$ cat src/rtl/datapath_control_sequencer.sv
// Multi-cycle LEGv8-subset control sequencer: latches one instruction per handshake,
// drives the datapath control word for one (or two, for LDUR) cycles and owns the PC.
module datapath_control_sequencer (
    input  logic        clock,
    input  logic        reset,
    input  logic        instr_valid,
    output logic        instr_ready,
    input  logic [31:0] instruction,
    input  logic [3:0]  status,
    output logic [4:0]  DA,
    output logic [4:0]  SA,
    output logic [4:0]  SB,
    output logic        W,
    output logic [63:0] K,
    output logic        BS,
    output logic [4:0]  FS,
    output logic        write,
    output logic        selEN,
    output logic [63:0] pc,
    output logic        illegal,
    output logic [1:0]  dbg_state
);

    // Handshake: an instruction transfers on a rising edge where instr_valid && instr_ready;
    // instr_ready is high only in IDLE and the source holds instruction until then.
    typedef enum logic [1:0] {IDLE = 2'd0, EXEC = 2'd1, LOAD = 2'd2} state_t;

    localparam logic [4:0] FS_PASSB = 5'b00100;
    localparam logic [4:0] FS_ADD   = 5'b01000;
    localparam logic [4:0] FS_XOR   = 5'b01100;
    localparam logic [4:0] FS_SHL   = 5'b10000;

    state_t      state, state_nxt;
    logic [31:0] ir;
    logic [63:0] pc_nxt;

    logic [4:0]  rd, rn, rm;
    logic [63:0] k_addi, k_lsl, k_movz, k_mem, off_cbz, off_b;
    logic        is_add, is_eor, is_addi, is_lsl, is_movz, is_stur, is_ldur, is_cbz, is_b;
    logic        unused_status;

    assign rd = ir[4:0];
    assign rn = ir[9:5];
    assign rm = ir[20:16];

    assign k_addi  = {52'd0, ir[21:10]};
    assign k_lsl   = {58'd0, ir[15:10]};
    assign k_movz  = {48'd0, ir[20:5]};
    assign k_mem   = {{55{ir[20]}}, ir[20:12]};
    assign off_cbz = {{43{ir[23]}}, ir[23:5], 2'b00};
    assign off_b   = {{36{ir[25]}}, ir[25:0], 2'b00};

    assign is_add  = (ir[31:21] == 11'b10001011000);
    assign is_eor  = (ir[31:21] == 11'b11001010000);
    assign is_addi = (ir[31:22] == 10'b1001000100);
    assign is_lsl  = (ir[31:21] == 11'b11010011011);
    assign is_movz = (ir[31:23] == 9'b110100101);
    assign is_stur = (ir[31:21] == 11'b11111000000);
    assign is_ldur = (ir[31:21] == 11'b11111000010);
    assign is_cbz  = (ir[31:24] == 8'b10110100);
    assign is_b    = (ir[31:26] == 6'b000101);

    // Only Z takes part in sequencing; the other flags are carried for future branch types.
    assign unused_status = ^status[3:1];

    assign instr_ready = (state == IDLE) && reset;
    assign dbg_state   = state;

    always_ff @(posedge clock or negedge reset) begin
        if (!reset) begin
            state <= IDLE;
            ir    <= 32'd0;
            pc    <= 64'd0;
        end else begin
            state <= state_nxt;
            pc    <= pc_nxt;
            if (state == IDLE && instr_valid)
                ir <= instruction;
        end
    end

    always_comb begin
        state_nxt = state;
        pc_nxt    = pc;
        DA        = 5'd0;
        SA        = 5'd0;
        SB        = 5'd0;
        W         = 1'b0;
        K         = 64'd0;
        BS        = 1'b0;
        FS        = FS_PASSB;
        write     = 1'b0;
        selEN     = 1'b1;
        illegal   = 1'b0;
        case (state)
            IDLE: begin
                if (instr_valid)
                    state_nxt = EXEC;
            end
            EXEC: begin
                state_nxt = IDLE;
                pc_nxt    = pc + 64'd4;
                if (is_add || is_eor) begin
                    DA = rd;
                    SA = rn;
                    SB = rm;
                    FS = is_add ? FS_ADD : FS_XOR;
                    W  = 1'b1;
                end else if (is_addi) begin
                    DA = rd;
                    SA = rn;
                    K  = k_addi;
                    BS = 1'b1;
                    FS = FS_ADD;
                    W  = 1'b1;
                end else if (is_lsl) begin
                    DA = rd;
                    SA = rn;
                    K  = k_lsl;
                    BS = 1'b1;
                    FS = FS_SHL;
                    W  = 1'b1;
                end else if (is_movz) begin
                    DA = rd;
                    SA = 5'd31;
                    K  = k_movz;
                    BS = 1'b1;
                    W  = 1'b1;
                end else if (is_stur) begin
                    SA    = rn;
                    SB    = rd;
                    K     = k_mem;
                    BS    = 1'b1;
                    FS    = FS_ADD;
                    write = 1'b1;
                end else if (is_ldur) begin
                    // PC advances when the LOAD cycle closes, not here.
                    SA        = rn;
                    K         = k_mem;
                    BS        = 1'b1;
                    FS        = FS_ADD;
                    selEN     = 1'b0;
                    state_nxt = LOAD;
                    pc_nxt    = pc;
                end else if (is_cbz) begin
                    SB = rd;
                    if (status[0])
                        pc_nxt = pc + off_cbz;
                end else if (is_b) begin
                    pc_nxt = pc + off_b;
                end else begin
                    illegal = 1'b1;
                end
            end
            LOAD: begin
                DA        = rd;
                SA        = rn;
                K         = k_mem;
                BS        = 1'b1;
                FS        = FS_ADD;
                selEN     = 1'b0;
                W         = 1'b1;
                state_nxt = IDLE;
                pc_nxt    = pc + 64'd4;
            end
            default: state_nxt = IDLE;
        endcase
    end

endmodule

$ cat config.mk
export PLATFORM = sky130hd
export DESIGN_NAME = datapath_control_sequencer
export DESIGN_NICKNAME = d
export VERILOG_FILES = /design/src/rtl/datapath_control_sequencer.sv
export SDC_FILE = /design/constraint.sdc
export NUM_CORES = 1
export LEC_CHECK = 0
export CAP_MARGIN = 15
export CORE_MARGIN = 3
export CORE_UTILIZATION = 60
export CTS_CLUSTER_SIZE = 40
export DETAILED_ROUTE_END_ITERATION = 6
export DONT_BUFFER_PORTS = 1
export HOLD_SLACK_MARGIN = 0.12
export PLACE_DENSITY = 0.76
export SYNTH_ARGS = -nofsm -noshare
export SYNTH_HDL_FRONTEND = slang
export SYNTH_SLANG_ARGS = --single-unit
$ cat constraint.sdc
create_clock -name clock -period 5.3 [get_ports clock]
set_input_delay 1.06 -clock clock [delete_from_list [all_inputs] [get_ports clock]]
set_output_delay 1.06 -clock clock [all_outputs]
set_load 0.03 [all_outputs]
==> results.yml <==
worst_hold_path:
  hold_path.class: "primary input to asynchronous set/reset pin"
worst_setup_path:
  startpoint_type: "flip-flop"
  cp_max_fo: 18
  cp-end-kind: "output pin"
  cp.arrival_ns: 3.86
  crit_type: "flip-flop to output pin"
  critPathRequiredTime_ns: 4.24
route:
  ant_nets: 0
  drc: 2
  drtPass1Iterations: 7
  vias_per_cell: 7.07
  drtIter0Drc: 1636
  totalWireLength_um: 49300
  wl_per_cell_um: 22.6
  dr_total_vias: 15500
logic_synthesis:
  yosys.area.top_type_share_pct: 16.9
  synth.distinct_cells: 86
  ys.flop_type: "dfrtp_1"
  synth_area_leaders: "dfrtp_1 17%, ha_1 11%, a21oi_1 7.7%"
  yosys_register_bits: 96
  syn_inst: 1947
  yosys_warnings: 0
  postSynth.asyncResetShare_pct: 100
  synth_most_common_cell: "a21oi_1"
  yosys.area.top_type: "dfrtp_1"
  syn-cell-area_mm2: 0.0142
  syn_area_per_cell_um2: 7.28
  yosysSeqAreaShare_pct: 16.9
  synth_edf_count: 0
  synthTopCellsByCount: "219 x a21oi_1, 199 x nand2_1, 191 x o21ai_0, 125 x ha_1, 114 x nor2_1"
grt:
  grt_pass1_wl_um: 77400
  grt-ovfl-total: 0
  grt.total_usage_pct: 36.9
  antenna_found_initial: 1
  grt_pass1_vias: 14400
  grt_max_degree: 98
final_layout:
  final_core_util_pct: 64.0
  layout.nets: 2032
  syn_to_final_growth_pct: 3.37
  drive_above_1_share_pct: 7.27
die:
  die_w_um: 160
  ios: 195
  initial_utilization_pct: 61.9
  die-height_um: 160
  row_count: 55
  core-area_mm2: 0.0229
  die_area_mm2: 0.0255
sta:
  drv_slew: 0
  clock.fmax_mhz: 203
  finalHoldViolCount: 0
  setup_viol: 0
  rsz0062_at_grt: "false"
  slew_headroom_pct: 17.0
  min_period_over_period_pct: 92.9
  min_period_ns: 4.92
  worstMarginPinSlew_ns: 1.23
  timing.setup.tns_ns: 0
  finClkSkew_ns: 0.0116
  hold_slack_ns: 0.385
cts:
  ctsResizeCount: 0
  htree_levels: 3
  cts_inserted_buffers: 9
  post_cts_buffers: 0
  clockBufferDepth: 2
  path_clk_slew_ns: 0.08
  ctsHoldBuffers: 0
  clock_sinks: 96
  ctsRootBufferMaster: "clkbuf_16"
  insertion_delay_ns: 0.37
  cts_tree: "yes"
placed_design:
  port-buffer-count: 0
  dp_hpwl_um: 37300
  gp_congestion: 0.991
flow_run:
  max_cap_viol_count: 0
outcome:
  outcome: "finished, violations left"
  violations: "DRC"
-- worst max-delay path: stages (launching register included) --
cell and delay [ns]:
dfrtp_1 0.56, or4b_1 0.62, or4_1 0.44, a21oi_2 0.42, nor2_1 0.22, nand2_1 0.11
nand2_1 0.17, nor2b_4 0.28, buf_12 0.33, buf_12 0.31
-- metal layers --
| layer | vias up | share of wire, % | GRT usage (%) |
|---|---|---|---|
| li1 | 7130 | - | - |
| met1 | 7269 | 41 | 48.8 |
| met2 | 884 | 44 | 58.1 |
| met3 | 172 | 9.7 | 6.46 |
| met4 | 0 | 5.3 | 18.5 |
| met5 | - | 0 | 0 |
-- metrics by stage --
step | area, um^2 | std cells | worst slack, ns
floorplan | 14200 | 1950 | 0.114
global placement | 14400 | 2166 | 0.804
detailed placement | 14400 | 2166 | 0.699
CTS | 14600 | 2182 | 0.403
global route | 14700 | 2185 | 0.222
finish | 14700 | 2185 | 0.377
-- state kept, by name, indices dropped and copies added, names as in the netlist --
name	count
dbg_state	2
pc	62
ir	32
-- cells in the final DEF (no fill, tap or decap), types with 7 or more instances in the layout --
| cell type | instances |
|---|---|
| a21oi_1 | 219 |
| nand2_1 | 199 |
| o21ai_0 | 191 |
| ha_1 | 125 |
| nor2_1 | 114 |
| dfrtp_1 | 95 |
| a21o_1 | 64 |
| nor3_1 | 55 |
| xnor2_1 | 54 |
| xor2_1 | 52 |
| nand3_1 | 51 |
| buf_4 | 50 |
| inv_1 | 41 |
| and3_1 | 35 |
| nand4_1 | 35 |
| o22ai_1 | 34 |
| mux2_2 | 33 |
| o21bai_1 | 31 |
| a22oi_1 | 25 |
| a211oi_1 | 23 |
| a31oi_1 | 22 |
| nor4_1 | 21 |
| and2_1 | 20 |
| a21boi_0 | 17 |
| nor2b_1 | 17 |
| o211ai_1 | 17 |
| o221ai_1 | 13 |
| nand2b_1 | 11 |
| o31ai_1 | 10 |
| o21a_1 | 10 |
| nor3b_1 | 10 |
| mux2i_1 | 9 |
| clkbuf_16 | 9 |
| or3_1 | 8 |
| a221oi_1 | 8 |
| a221o_1 | 8 |
| or4_1 | 7 |
| a41oi_1 | 7 |
-- layout make-up --
cell class,count,area [um^2]
multi-input cells,1661,10900
fillers,2167,8250
flip-flops and latches,96,2400
repair buffers,57,517
well taps,313,392
clock buffers,10,229
inverters,41,154
clock inverters,6,50.0
diodes,1,2.50
-- cells by family after synthesis --
family          share of synthesized area (%)
compound gates                           32.9
simple gates                             22.4
buf+inv                                  6.60
fa+ha+maj                                11.3
xor+xnor                                 6.55
flops                                    16.9
mux                                      3.26
other cells                            0.0264
-- path summary, 6_finish.rpt --
| path | startpoint | to | slack, ns | depth (start not counted) |
|---|---|---|---|---|
| setup / recovery | ir[22] | K[63] | 0.38 | 9 |
| hold / removal | reset | pc[63] | 0.39 | 0 |
| setup reg to reg | ir[5] | pc[56] | 0.57 | 12 |
| hold reg to reg | ir[27] | ir[27] | 0.55 | 1 |
| max in group asynchronous | reset | pc[11] | 4.73 | 0 |
| min in group clock | ir[27] | ir[27] | 0.55 | 1 |
Power is not shown: default switching activity piles up to over one toggle a cycle in this logic, so the estimate is an artifact.
